<file path="src/rtl/instr_fetch.sv">
// Instruction fetch stage: owns the PC, drives instruction-memory addresses,
// captures 1-cycle-latency read data into a 2-entry buffer and presents it
// to the control unit over valid/ready. Handles jump redirects and endop halt.
//
// Ports:
//   clk, rst              clock, asynchronous active-high reset
//   start                 pulse: (re)start fetching at START_ADDR from IDLE/HALT
//   mem_addr / mem_data   instruction memory address out / read data in (1-cycle latency)
//   instr, instr_pc       buffer head instruction and the address it came from
//   instr_valid           buffer non-empty
//   instr_ready           consumer accepts the head this cycle
//   redirect, redirect_addr  taken jump: flush and refetch from redirect_addr
//   halted                endop consumed; fetching stopped
module instr_fetch #(
  parameter int unsigned ADDR_W = 11,
  parameter int unsigned INSTR_W = 17,
  parameter logic [ADDR_W-1:0] START_ADDR = '0,
  parameter logic [4:0] ENDOP = 5'd31
) (
  input  logic               clk,
  input  logic               rst,
  input  logic               start,
  output logic [ADDR_W-1:0]  mem_addr,
  input  logic [INSTR_W-1:0] mem_data,
  output logic [INSTR_W-1:0] instr,
  output logic [ADDR_W-1:0]  instr_pc,
  output logic               instr_valid,
  input  logic               instr_ready,
  input  logic               redirect,
  input  logic [ADDR_W-1:0]  redirect_addr,
  output logic               halted
);

  localparam int unsigned OPC_W = 5;

  typedef enum logic [1:0] {IDLE = 2'd0, RUN = 2'd1, HALT = 2'd2} state_t;

  typedef struct packed {
    logic [INSTR_W-1:0] instr;
    logic [ADDR_W-1:0]  pc;
  } entry_t;

  state_t state_q, state_d;

  logic [ADDR_W-1:0] pc_q, pc_d;
  logic [1:0]        vld_q, vld_d;
  entry_t            buf0_q, buf0_d;
  entry_t            buf1_q, buf1_d;
  logic              inflight_q, inflight_d;
  logic [ADDR_W-1:0] inflight_pc_q, inflight_pc_d;
  logic              stop_q, stop_d;
  logic              halted_q, halted_d;

  // FSM-derived controls
  logic run_c;
  logic start_go_c;

  // Datapath controls
  logic       pop_c;
  logic       endop_pop_c;
  logic       redir_c;
  logic       push_c;
  logic       issue_c;
  logic [1:0] count_c;
  logic [2:0] credit_c;
  entry_t     new_entry_c;

  // FSM state register
  always_ff @(posedge clk or posedge rst) begin
    if (rst) state_q <= IDLE;
    else     state_q <= state_d;
  end

  // FSM next state
  always_comb begin
    state_d = state_q;
    case (state_q)
      IDLE:    if (start) state_d = RUN;
      RUN:     if (endop_pop_c) state_d = HALT;
      HALT:    if (start) state_d = RUN;
      default: state_d = IDLE;
    endcase
  end

  // FSM outputs; start is ignored while running
  always_comb begin
    run_c      = 1'b0;
    start_go_c = 1'b0;
    case (state_q)
      IDLE:    start_go_c = start;
      RUN:     run_c = 1'b1;
      HALT:    start_go_c = start;
      default: ;
    endcase
  end

  // Handshake, squash and issue-credit decode
  always_comb begin
    pop_c       = vld_q[0] & instr_ready;
    endop_pop_c = run_c & pop_c & (buf0_q.instr[INSTR_W-1 -: OPC_W] == ENDOP);
    redir_c     = run_c & redirect;
    push_c      = run_c & inflight_q & ~redir_c & ~stop_q;
    count_c     = 2'(vld_q[0]) + 2'(vld_q[1]);
    // occupancy after this cycle's pop, counting the read already in flight
    credit_c    = 3'(count_c) + 3'(inflight_q) - 3'(pop_c);
    issue_c     = run_c & ~stop_q & ~redir_c & (credit_c < 3'd2);
    new_entry_c = '{instr: mem_data, pc: inflight_pc_q};
  end

  // Datapath next-state
  always_comb begin
    pc_d          = pc_q;
    vld_d         = vld_q;
    buf0_d        = buf0_q;
    buf1_d        = buf1_q;
    inflight_d    = inflight_q;
    inflight_pc_d = inflight_pc_q;
    stop_d        = stop_q;
    halted_d      = halted_q;

    if (start_go_c) begin
      pc_d       = START_ADDR;
      vld_d      = 2'b00;
      inflight_d = 1'b0;
      stop_d     = 1'b0;
      halted_d   = 1'b0;
    end else if (run_c) begin
      // shift on pop, then append the returning read at the new tail
      if (pop_c) begin
        buf0_d   = buf1_q;
        vld_d[0] = vld_q[1];
        vld_d[1] = 1'b0;
      end
      if (push_c) begin
        if (!vld_d[0]) begin
          buf0_d   = new_entry_c;
          vld_d[0] = 1'b1;
        end else begin
          buf1_d   = new_entry_c;
          vld_d[1] = 1'b1;
        end
        if (mem_data[INSTR_W-1 -: OPC_W] == ENDOP) stop_d = 1'b1;
      end

      if (redir_c) begin
        vld_d      = 2'b00;
        inflight_d = 1'b0;
        stop_d     = 1'b0;
        pc_d       = redirect_addr;
      end else begin
        inflight_d = issue_c;
        if (issue_c) begin
          pc_d          = pc_q + ADDR_W'(1);
          inflight_pc_d = pc_q;
        end
      end

      if (endop_pop_c) begin
        vld_d      = 2'b00;
        inflight_d = 1'b0;
        halted_d   = 1'b1;
      end
    end
  end

  // Datapath registers
  always_ff @(posedge clk or posedge rst) begin
    if (rst) begin
      pc_q          <= START_ADDR;
      vld_q         <= 2'b00;
      buf0_q        <= '0;
      buf1_q        <= '0;
      inflight_q    <= 1'b0;
      inflight_pc_q <= '0;
      stop_q        <= 1'b0;
      halted_q      <= 1'b0;
    end else begin
      pc_q          <= pc_d;
      vld_q         <= vld_d;
      buf0_q        <= buf0_d;
      buf1_q        <= buf1_d;
      inflight_q    <= inflight_d;
      inflight_pc_q <= inflight_pc_d;
      stop_q        <= stop_d;
      halted_q      <= halted_d;
    end
  end

  assign mem_addr    = pc_q;
  assign instr       = buf0_q.instr;
  assign instr_pc    = buf0_q.pc;
  assign instr_valid = vld_q[0];
  assign halted      = halted_q;

endmodule
</file>
<file path="config.mk">
export PLATFORM = sky130hd
export DESIGN_NAME = instr_fetch
export DESIGN_NICKNAME = d
export VERILOG_FILES = /design/src/rtl/instr_fetch.sv
export SDC_FILE = /design/constraint.sdc
export NUM_CORES = 1
export LEC_CHECK = 0
export BUFFER_PORTS_ARGS = -buffer_cell sky130_fd_sc_hd__buf_2
export CORE_MARGIN = 2
export CORE_UTILIZATION = 25
export DETAILED_ROUTE_END_ITERATION = 16
export PLACE_DENSITY = 0.51
export SLEW_MARGIN = 10
export SYNTH_ARGS = -nofsm -noshare
export SYNTH_HDL_FRONTEND = slang
export SYNTH_SLANG_ARGS = --single-unit
</file>
<file path="constraint.sdc">
create_clock -name clk -period 5.7 [get_ports clk]
set_input_delay 0 -clock clk [delete_from_list [all_inputs] [get_ports clk]]
set_output_delay 0 -clock clk [all_outputs]
set_load 0.1 [all_outputs]
</file>
---- Word-level counts from Yosys, hierarchy flattened ----
Cells that the tools add are included.
W data, S select, Z words.
storage, ports and cells
  register bits ........................... 85
  input bits .............................. 33
  output and inout bits ................... 41
  word-level logic and storage cells ...... 82
operators by class
  add/subtract/negate cells ............... 4
  magnitude comparators ................... 1
  eq/ne operators ......................... 6
  muxes and demuxes ....................... 33
  bitwise operators ....................... 13
  reduce and logical (&&, ||, !) cells .... 14
operators with widths
  cell                     number
  $mux W28                 3
  $mux W11                 4
  $mux W2                  10
  $mux W1                  15
  $add A11 B1 Y11 const B  1
  $and A1 B1 Y1            10
  $eq A5 B5 Y1 const B     2
  $reduce_bool A3 Y1       3
  $reduce_and A2 Y1        4
  $reduce_and A4 Y1        2
  $pmux W2 S2              1
  $reduce_bool A2 Y1       2
  $add A2 B1 Y3            1
  $lt A3 B2 Y1 const B     1
  $not A1 Y1               3
  $reduce_and A3 Y1        1
  $sub A3 B1 Y3            1
  $add A1 B1 Y2            1
  $eq A2 B1 Y1 const B     1
  $eq A2 B2 Y1 const B     1
  $logic_not A2 Y1         1
  $ne A2 B1 Y1 const B     1
  $ne A2 B2 Y1 const B     1
  $reduce_or A2 Y1         1

---- Logic depth before layout (Yosys ltp) ----
Gate-level depths: netlist (run 1).
  word-level depth ........................ 11
  depth in mapped cells ................... 10

---- Worst setup path before layout (run 1) ----
OpenSTA, ideal clock, no wires.
  path kind ............................... register to register
  from .................................... reg vld_q[0]
  to ...................................... reg pc_q[10] (netlist: mem_addr[10])
  library setup time ...................... 0.123 ns
  arrival time ............................ 3.081 ns
  required time ........................... 5.577 ns
  setup slack ............................. 2.496 ns
  cell stages (with the launch flop) ...... 11
  cell sequence ........................... dfrtp_1 nand2_1 inv_1 ha_1 inv_1 ha_1 a21oi_1 mux2_2 nand2b_1 a31o_2 a32o_1
on the way
  cells in the longest elaborated chain, start to end .. 7
  elaborated cells between the ends (all ways) .. 8
  those cells by class .................... add/sub: 3; order compare: 1; bitwise: 2; reduce/logical: 2
ends and longest elaborated chain
  what                              line  source
  start: declaration                46    logic [1:0] vld_q, vld_d;
  start signal: assignment          179   vld_q <= vld_d;
  $add A1 B1 Y2                     103   count_c = 2'(vld_q[0]) + 2'(vld_q[1]);
  $add A2 B1 Y3                     105   credit_c = 3'(count_c) + 3'(inflight_q) - 3'(pop_c);
  $sub A3 B1 Y3 (*)                 105
  $lt A3 B2 Y1 (*)                  106   issue_c = run_c & ~stop_q & ~redir_c & (credit_c < 3'd2);
  $and A1 B1 Y1 (*)                 106
  $reduce_bool A3 Y1 (no line) (*)  --
  $reduce_and A2 Y1 (no line) (*)   --
  end signal: assignment            178   pc_q <= pc_d;
  end: declaration                  45    logic [ADDR_W-1:0] pc_q, pc_d;
Mark *: on every way between the ends. The rest lies on a longest branch, timed or not.
A chain may end at the register's enable or synchronous reset.

---- Worst setup path in the final report (run 1) ----
Ends and elaborated chain as after synthesis.

==> impl_metrics.csv, run 1 <==
group,metric,value,unit
drt,drt_iter0_markers,182,
synth,ys_warn_count,0,
worst_setup_path,cp-start-kind,"flop",
drt,wire_per_inst,15.98,um
synth,synthAdderAreaFrac,0.01320,
min_path,hold_path_class,"in -> async",
die,core,0.01503,mm^2
worst_setup_path,worstRegToRegCells,10,
die,die-area,0.01617,mm^2
sta,drv_slew,0,
layout,final_nets,446,
sta,timing.setup.tns,0,ns
die,fp.dieW,127.2,um
sta,fin_crit_sh,0.4801,
placed_design,hpwl,6222,um
worst_setup_path,worst-path-buf-inv,2,
sta,setup_violations,0,
layout,diodes,0,
drt,dr.pass1.iters,7,
cts,path_clk_slew,0.06,ns
synth,synth_top_area_cell,"dfrtp_1",
layout,syn2layout_area_growth,30.42,%
cts,htreeDepth,3,
sta,rsz0062_at_grt,"false",
placed_design,gp_congestion,0.7901,
synth,synthXorXnorAreaFrac,0.004619,
sta,fin_crit,2.737,ns
sta,relSlewSlack,0.2489,
drt,routed_via_density,4.749,
grt,grt_pass1_vias,2916,
synth,synth_area_leaders,"dfrtp_1 56%, mux2_2 11%, a222oi_1 7.4%",
cts,cts_tree,"done",
die,ios,74,
worst_setup_path,crit_type,"reg -> reg",
sta,hold_ws,-0.01378,ns
layout,fill_cells,1514,
grt,grt.met1_usage,0.1650,
grt,grt.total_usage,0.1257,
synth,synth_cell_types,47,
cts,clock_sinks,85,
worst_setup_path,worstPathCellList,"nand2_1, inv_1, ha_1, inv_1, ha_1, a21oi_1, mux2_2, nand2b_1, a31o_2, a32o_1",
synth,syn-instance-count,312,
worst_setup_path,crit_cells,10,
synth,synth.area.mux_share,0.1254,
worst_setup_path,cp_slowest_stage_delay,0.43,ns
worst_setup_path,end_kind,"flop",
job,max_cap_violations,0,
worst_setup_path,cp_max_fo,6,
cts,clockBufferDepth,2,
die,rows,45,
worst_setup_path,critPathArrivalTime,2.98,ns
grt,grt_pass1_wl,15790,um
sta,finalClockSkew,0.006762,ns
synth,synth_top_area_share,0.5609,
synth,yosys.area_share.simple,0.08611,
synth,synth_compound_area_frac,0.1471,
synth,syn_area,0.003792,mm^2
worst_setup_path,cp_slowest_cell,"dfrtp_1",
synth,syn_nets,349,
sta,finalHoldViolCount,21,
grt,grtUsageMet3,0.04648,
sta,tightestPinTransition,1.124,ns
placed_design,portBuffers,73,
drt,drc,0,
grt,grt_max_degree,86,
die,start_util,0.2523,
sta,fmax,0.3654,GHz
drt,routed_wirelength,9621,um
cts,post_cts_buffers,0,
outcome,outcome,"complete, but fails checks",
synth,synth_seq_cells,85,
grt,top_usage_layer,"met2",
cts,numCtsBuffers,9,
die,die_h,127.2,um
drt,num_vias,2859,
worst_setup_path,required,5.94,ns
synth,ys_seq_area_frac,0.5609,
layout,final_layout_size_suffix_gt1_frac,0.3333,
outcome,violations,"hold timing",
synth,synth-edff-count,0,
grt,antenna_found_initial,0,
grt,grt_overflow,0,
synth,ys.flop_type,"dfrtp_1",
cts,cts_root_buf,"clkbuf_16",
synth,async_flop_share,1.000,
worst_setup_path,critPathTopFamily,"compound AO/OA/AOI/OAI gates",
grt,grt.met2_usage,0.1958,
synth,synth_top_family_by_area,"compound AO/OA/AOI/OAI gates",
synth,synth_area_per_cell,12.16,um^2
cts,clk_latency,0.35,ns
drt,ant_nets,0,
-- synthesized netlist by cell type, types with 2 or more instances --
cell and instances:
and4_1 2, a222oi_1 28, o21ai_0 13, buf_2 4
o211ai_1 2, nand4_1 3, nor2_1 10, clkbuf_1 3
nand2b_1 6, nor3_1 3, mux2_2 36, a21oi_1 11
a21o_1 3, dfrtp_1 85, nand2_1 14, a32o_1 2
ha_1 4, o22ai_1 2, mux2_4 4, inv_1 36
buf_6 6, nor2b_1 2, a31o_2 2, nor4_1 2
nor4b_1 2, nand3_1 6
-- cell type report --
cell class	instances	area, um^2	share of cell area
clock buffer	9	225.2	0.04554
clock inverter	7	145.1	0.02934
inverter	36	136.4	0.02757
multi-input combinational	177	1449	0.2929
sequential	85	2127	0.4301
tap	188	235.2	0.04756
timing repair buffer	100	628.1	0.1270
-- cell usage in the layout, fill, tap and decap left out, types with 2 or more instances in the layout --
cell type | netlist | layout
inv_1 | 36 | 35
buf_4 | 0 | 3
nand2_1 | 14 | 14
ha_1 | 4 | 4
o22ai_1 | 2 | 2
inv_6 | 0 | 2
a32o_1 | 2 | 2
o211ai_1 | 2 | 2
clkbuf_16 | 0 | 9
nor3_1 | 3 | 3
nor2b_1 | 2 | 2
buf_2 | 4 | 73
mux2_4 | 4 | 4
o21ai_0 | 13 | 13
nand4_1 | 3 | 3
dfrtp_1 | 85 | 85
a31o_2 | 2 | 2
nand3_1 | 6 | 6
and4_1 | 2 | 2
dlygate4sd3_1 | 0 | 24
nor4b_1 | 2 | 2
mux2_2 | 36 | 36
a222oi_1 | 28 | 28
a21oi_1 | 11 | 11
nor2_1 | 10 | 10
nand2b_1 | 6 | 6
bufinv_16 | 0 | 4
a21o_1 | 3 | 3
-- through the flow --
step	instances	hold WS, ns	setup slack, ns	util	cell area (um^2)
2_1_floorplan	312	0.1444	2.496	-	3792
3_3_place_gp	562	0.2424	2.766	0.2878	4327
3_5_place_dp	562	0.2511	2.670	0.2878	4327
4_1_cts	602	0.01009	2.632	0.3284	4937
5_1_grt	602	0.03951	2.723	0.3290	4946
6_report	602	-0.01378	2.963	0.3290	4946
-- worst paths after layout --
path | startpoint | endpoint | slack [ns]
worst max-delay path | vld_q[0] | mem_addr[10] | 2.96
worst min-delay path | rst | instr[2] | -0.01
worst max register to register | vld_q[0] | mem_addr[10] | 2.96
worst min register to register | instr[2] | instr[2] | 0.48
max in group asynchronous | rst | buf1_q[24] | 4.99
min in group clk | redirect_addr[8] | mem_addr[8] | 0.03
-- state kept, by name, indices dropped and copies added, names as in the netlist --
signal,flops
mem_addr,11
halted,1
vld_q,2
buf1_q,28
instr,17
stop_q,1
instr_pc,11
inflight_q,1
state_q,2
inflight_pc_q,11
-- metal layers --
metal  share of wire  vias up
met4           0.015        0
met2            0.46       78
li1                -     1356
met5               0        -
met1            0.47     1414
met3           0.056       11
-- logic make-up (layout without fill, tap and decap cells) --
kind of cell	Yosys count	count (layout)
AO/OA/AOI/OAI	71	71
XOR/XNOR	2	2
adder cells (fa/ha/maj)	4	4
buffers and inverters	50	152
flip-flops	85	85
multiplexers	41	41
AND/OR/NAND/NOR	59	59
-- worst min-delay path, cell delays in order --
cell and delay (ns):
buf_2 0.10, clkinv_2 0.03, buf_4 0.79
-- what timing repair did --
action / 4_1_cts / 5_1_grt
resized for setup: 0 / 0
hold endpoints to repair: 41 / 0
hold buffers: 24 / 0
setup endpoints to repair: 0 / 0
Power of run 1 is left out: the tool's default activity adds up to more than one toggle a clock period on the data nets, which glitch-free logic cannot reach.
==> inputs of run 2 (changes only) <==
--- a/config.mk
+++ b/config.mk
@@ -9,7 +9,7 @@
 export CORE_MARGIN = 2
 export CORE_UTILIZATION = 25
 export DETAILED_ROUTE_END_ITERATION = 16
-export PLACE_DENSITY = 0.51
+export PLACE_DENSITY = 0.53
 export SLEW_MARGIN = 10
 export SYNTH_ARGS = -nofsm -noshare
 export SYNTH_HDL_FRONTEND = slang
==> constraint.sdc (replaced) <==
create_clock -name clk -period 2.5 [get_ports clk]
set_input_delay 0 -clock clk [delete_from_list [all_inputs] [get_ports clk]]
set_output_delay 0 -clock clk [all_outputs]
set_load 0.1 [all_outputs]
==> impl_metrics.csv, run 2 (synthesis gave the netlist of run 1 again) <==
group,metric,value,unit
outcome,outcome,"complete, no violations",
worst_setup_path,cp_max_fo,6,
placed_design,portBuffers,73,
cts,cts_resized,0,
sta,setup_violations,0,
sta,drv_slew,0,
worst_setup_path,critPathTopFamily,"compound AO/OA/AOI/OAI gates",
layout,syn2layout_area_growth,32.96,%
layout,fill_cells,1553,
drt,dr.pass1.iters,6,
layout,layout_common_cells,"84 x dfrtp_1, 73 x buf_2, 33 x inv_1, 29 x mux2_2, 28 x a222oi_1",
grt,grt_pass1_vias,2930,
cts,numCtsBuffers,9,
worst_setup_path,crit_cells,10,
grt,grt_overflow,0,
worst_setup_path,cp_slowest_cell,"dfrtp_2",
grt,grt.total_usage,0.1253,
worst_setup_path,required,2.72,ns
cts,clk_latency,0.34,ns
drt,num_vias,2975,
worst_setup_path,end_kind,"flop",
sta,fin_crit_sh,0.9558,
drt,routed_via_density,4.885,
sta,timing.setup.tns,0,ns
grt,grt_pass1_wl,15750,um
sta,fin_crit,2.389,ns
drt,wire_per_inst,16.13,um
cts,post_cts_buffers,0,
sta,finalClockSkew,0.005348,ns
worst_setup_path,worst-path-buf-inv,2,
cts,clock_sinks,85,
worst_setup_path,cp-start-kind,"flop",
layout,final_nets,453,
sta,relSlewSlack,0.5637,
drt,ant_nets,0,
die,die_h,127.2,um
layout,largest_reg_flops,28,
cts,cts_root_buf,"clkbuf_16",
die,core,0.01503,mm^2
placed_design,place_inst,569,
layout,final_common_cell,"dfrtp_1",
die,fp.dieW,127.2,um
layout,diodes,0,
job,max_cap_violations,0,
die,start_util,0.2523,
min_path,min_path_cells,3,
placed_design,place_area,0.004474,mm^2
cts,cts_tree,"done",
die,ios,74,
grt,grt_max_degree,53,
layout,final_layout_size_suffix_gt1_frac,0.3587,
cts,htreeDepth,3,
cts,postCtsHoldBufs,24,
drt,routed_wirelength,9821,um
layout,instances_no_fill,609,
worst_setup_path,worstPathCellList,"nand2_2, inv_2, ha_4, inv_2, ha_4, a21oi_4, mux2_4, nand2b_4, a31o_4, a32o_1",
sta,fmax,0.4185,GHz
die,die-area,0.01617,mm^2
worst_setup_path,worstRegToRegCells,10,
drt,drc,0,
worst_setup_path,critPathArrivalTime,2.61,ns
placed_design,gp_congestion,0.7769,
sta,rsz0062_at_grt,"false",
cts,clockBufferDepth,2,
worst_setup_path,crit_type,"reg -> reg",
worst_setup_path,cp_slowest_stage_delay,0.46,ns
die,rows,45,
layout,fin_area,0.005042,mm^2
min_path,hold_path_class,"in -> reg",
sta,tightestPinTransition,0.6537,ns
placed_design,hpwl,6550,um
sta,finalHoldViolCount,0,
drt,drt_iter0_markers,224,
cts,path_clk_slew,0.06,ns
grt,antenna_found_initial,0,
layout,top_register,"buf1_q",
==> run 2: cell types whose count changed in the layout (fill, tap and decap cells not counted), sizes merged <==
cell / previous run / this run
bufinv: 4 / 2
buf: 76 / 83
clkbuf: 9 / 13
inv: 37 / 35
==> run 2: worst reg2reg max path: cells and delay by family, from the launching register on <==
family / cells / cell delay [ns]
and+or+nand+nor: 2 / 0.32
DFF: 1 / 0.46
AOI/OAI and AO/OA: 3 / 0.56
buffers and inverters: 2 / 0.11
adders and majority gates: 2 / 0.49
muxes: 1 / 0.35
==> run 2: path summary, 6_finish.rpt <==
path / start / slack [ns] / end
min in group asynchronous: rst / 0.28 / instr[4]
max in group asynchronous: rst / 1.53 / buf1_q[12]
setup / recovery: vld_q[0] / 0.11 / mem_addr[10]
setup reg to reg: vld_q[0] / 0.11 / mem_addr[10]
hold reg to reg: instr[9] / 0.49 / instr[9]
hold / removal: redirect_addr[5] / 0.03 / mem_addr[5]
==> run 2: cell type report <==
cell class / instances / area (um^2) / area share
well taps: 188 / 235.2 / 0.04665
repair buffers: 107 / 693.2 / 0.1375
flip-flops and latches: 85 / 2128 / 0.4221
clock buffers: 13 / 260.3 / 0.05161
clock inverters: 3 / 67.56 / 0.01340
inverters: 36 / 136.4 / 0.02705
multi-input cells: 177 / 1521 / 0.3017
==> run 2: per-stage QoR <==
| step | hold slack [ns] | setup WS, ns | utilization |
|---|---|---|---|
| after floorplan | 0.1444 | -0.1100 | - |
| after global placement | 0.08884 | 0.1698 | 0.2976 |
| after detailed placement | 0.1052 | 0.1208 | 0.2976 |
| after CTS | 0.01003 | 0.1100 | 0.3354 |
| after global routing | 0.03627 | 0.03255 | 0.3354 |
| final | 0.02534 | 0.1106 | 0.3354 |
==> run 2: per-layer routing <==
layer,GRT usage,wire length (um),vias to the layer above
li1,-,-,1377
met1,0.1683,4723,1496
met2,0.1986,4523,95
met3,0.03727,475,7
met4,0.03297,98,0
met5,0,0,-
Power of run 2 is left out for the same reason.
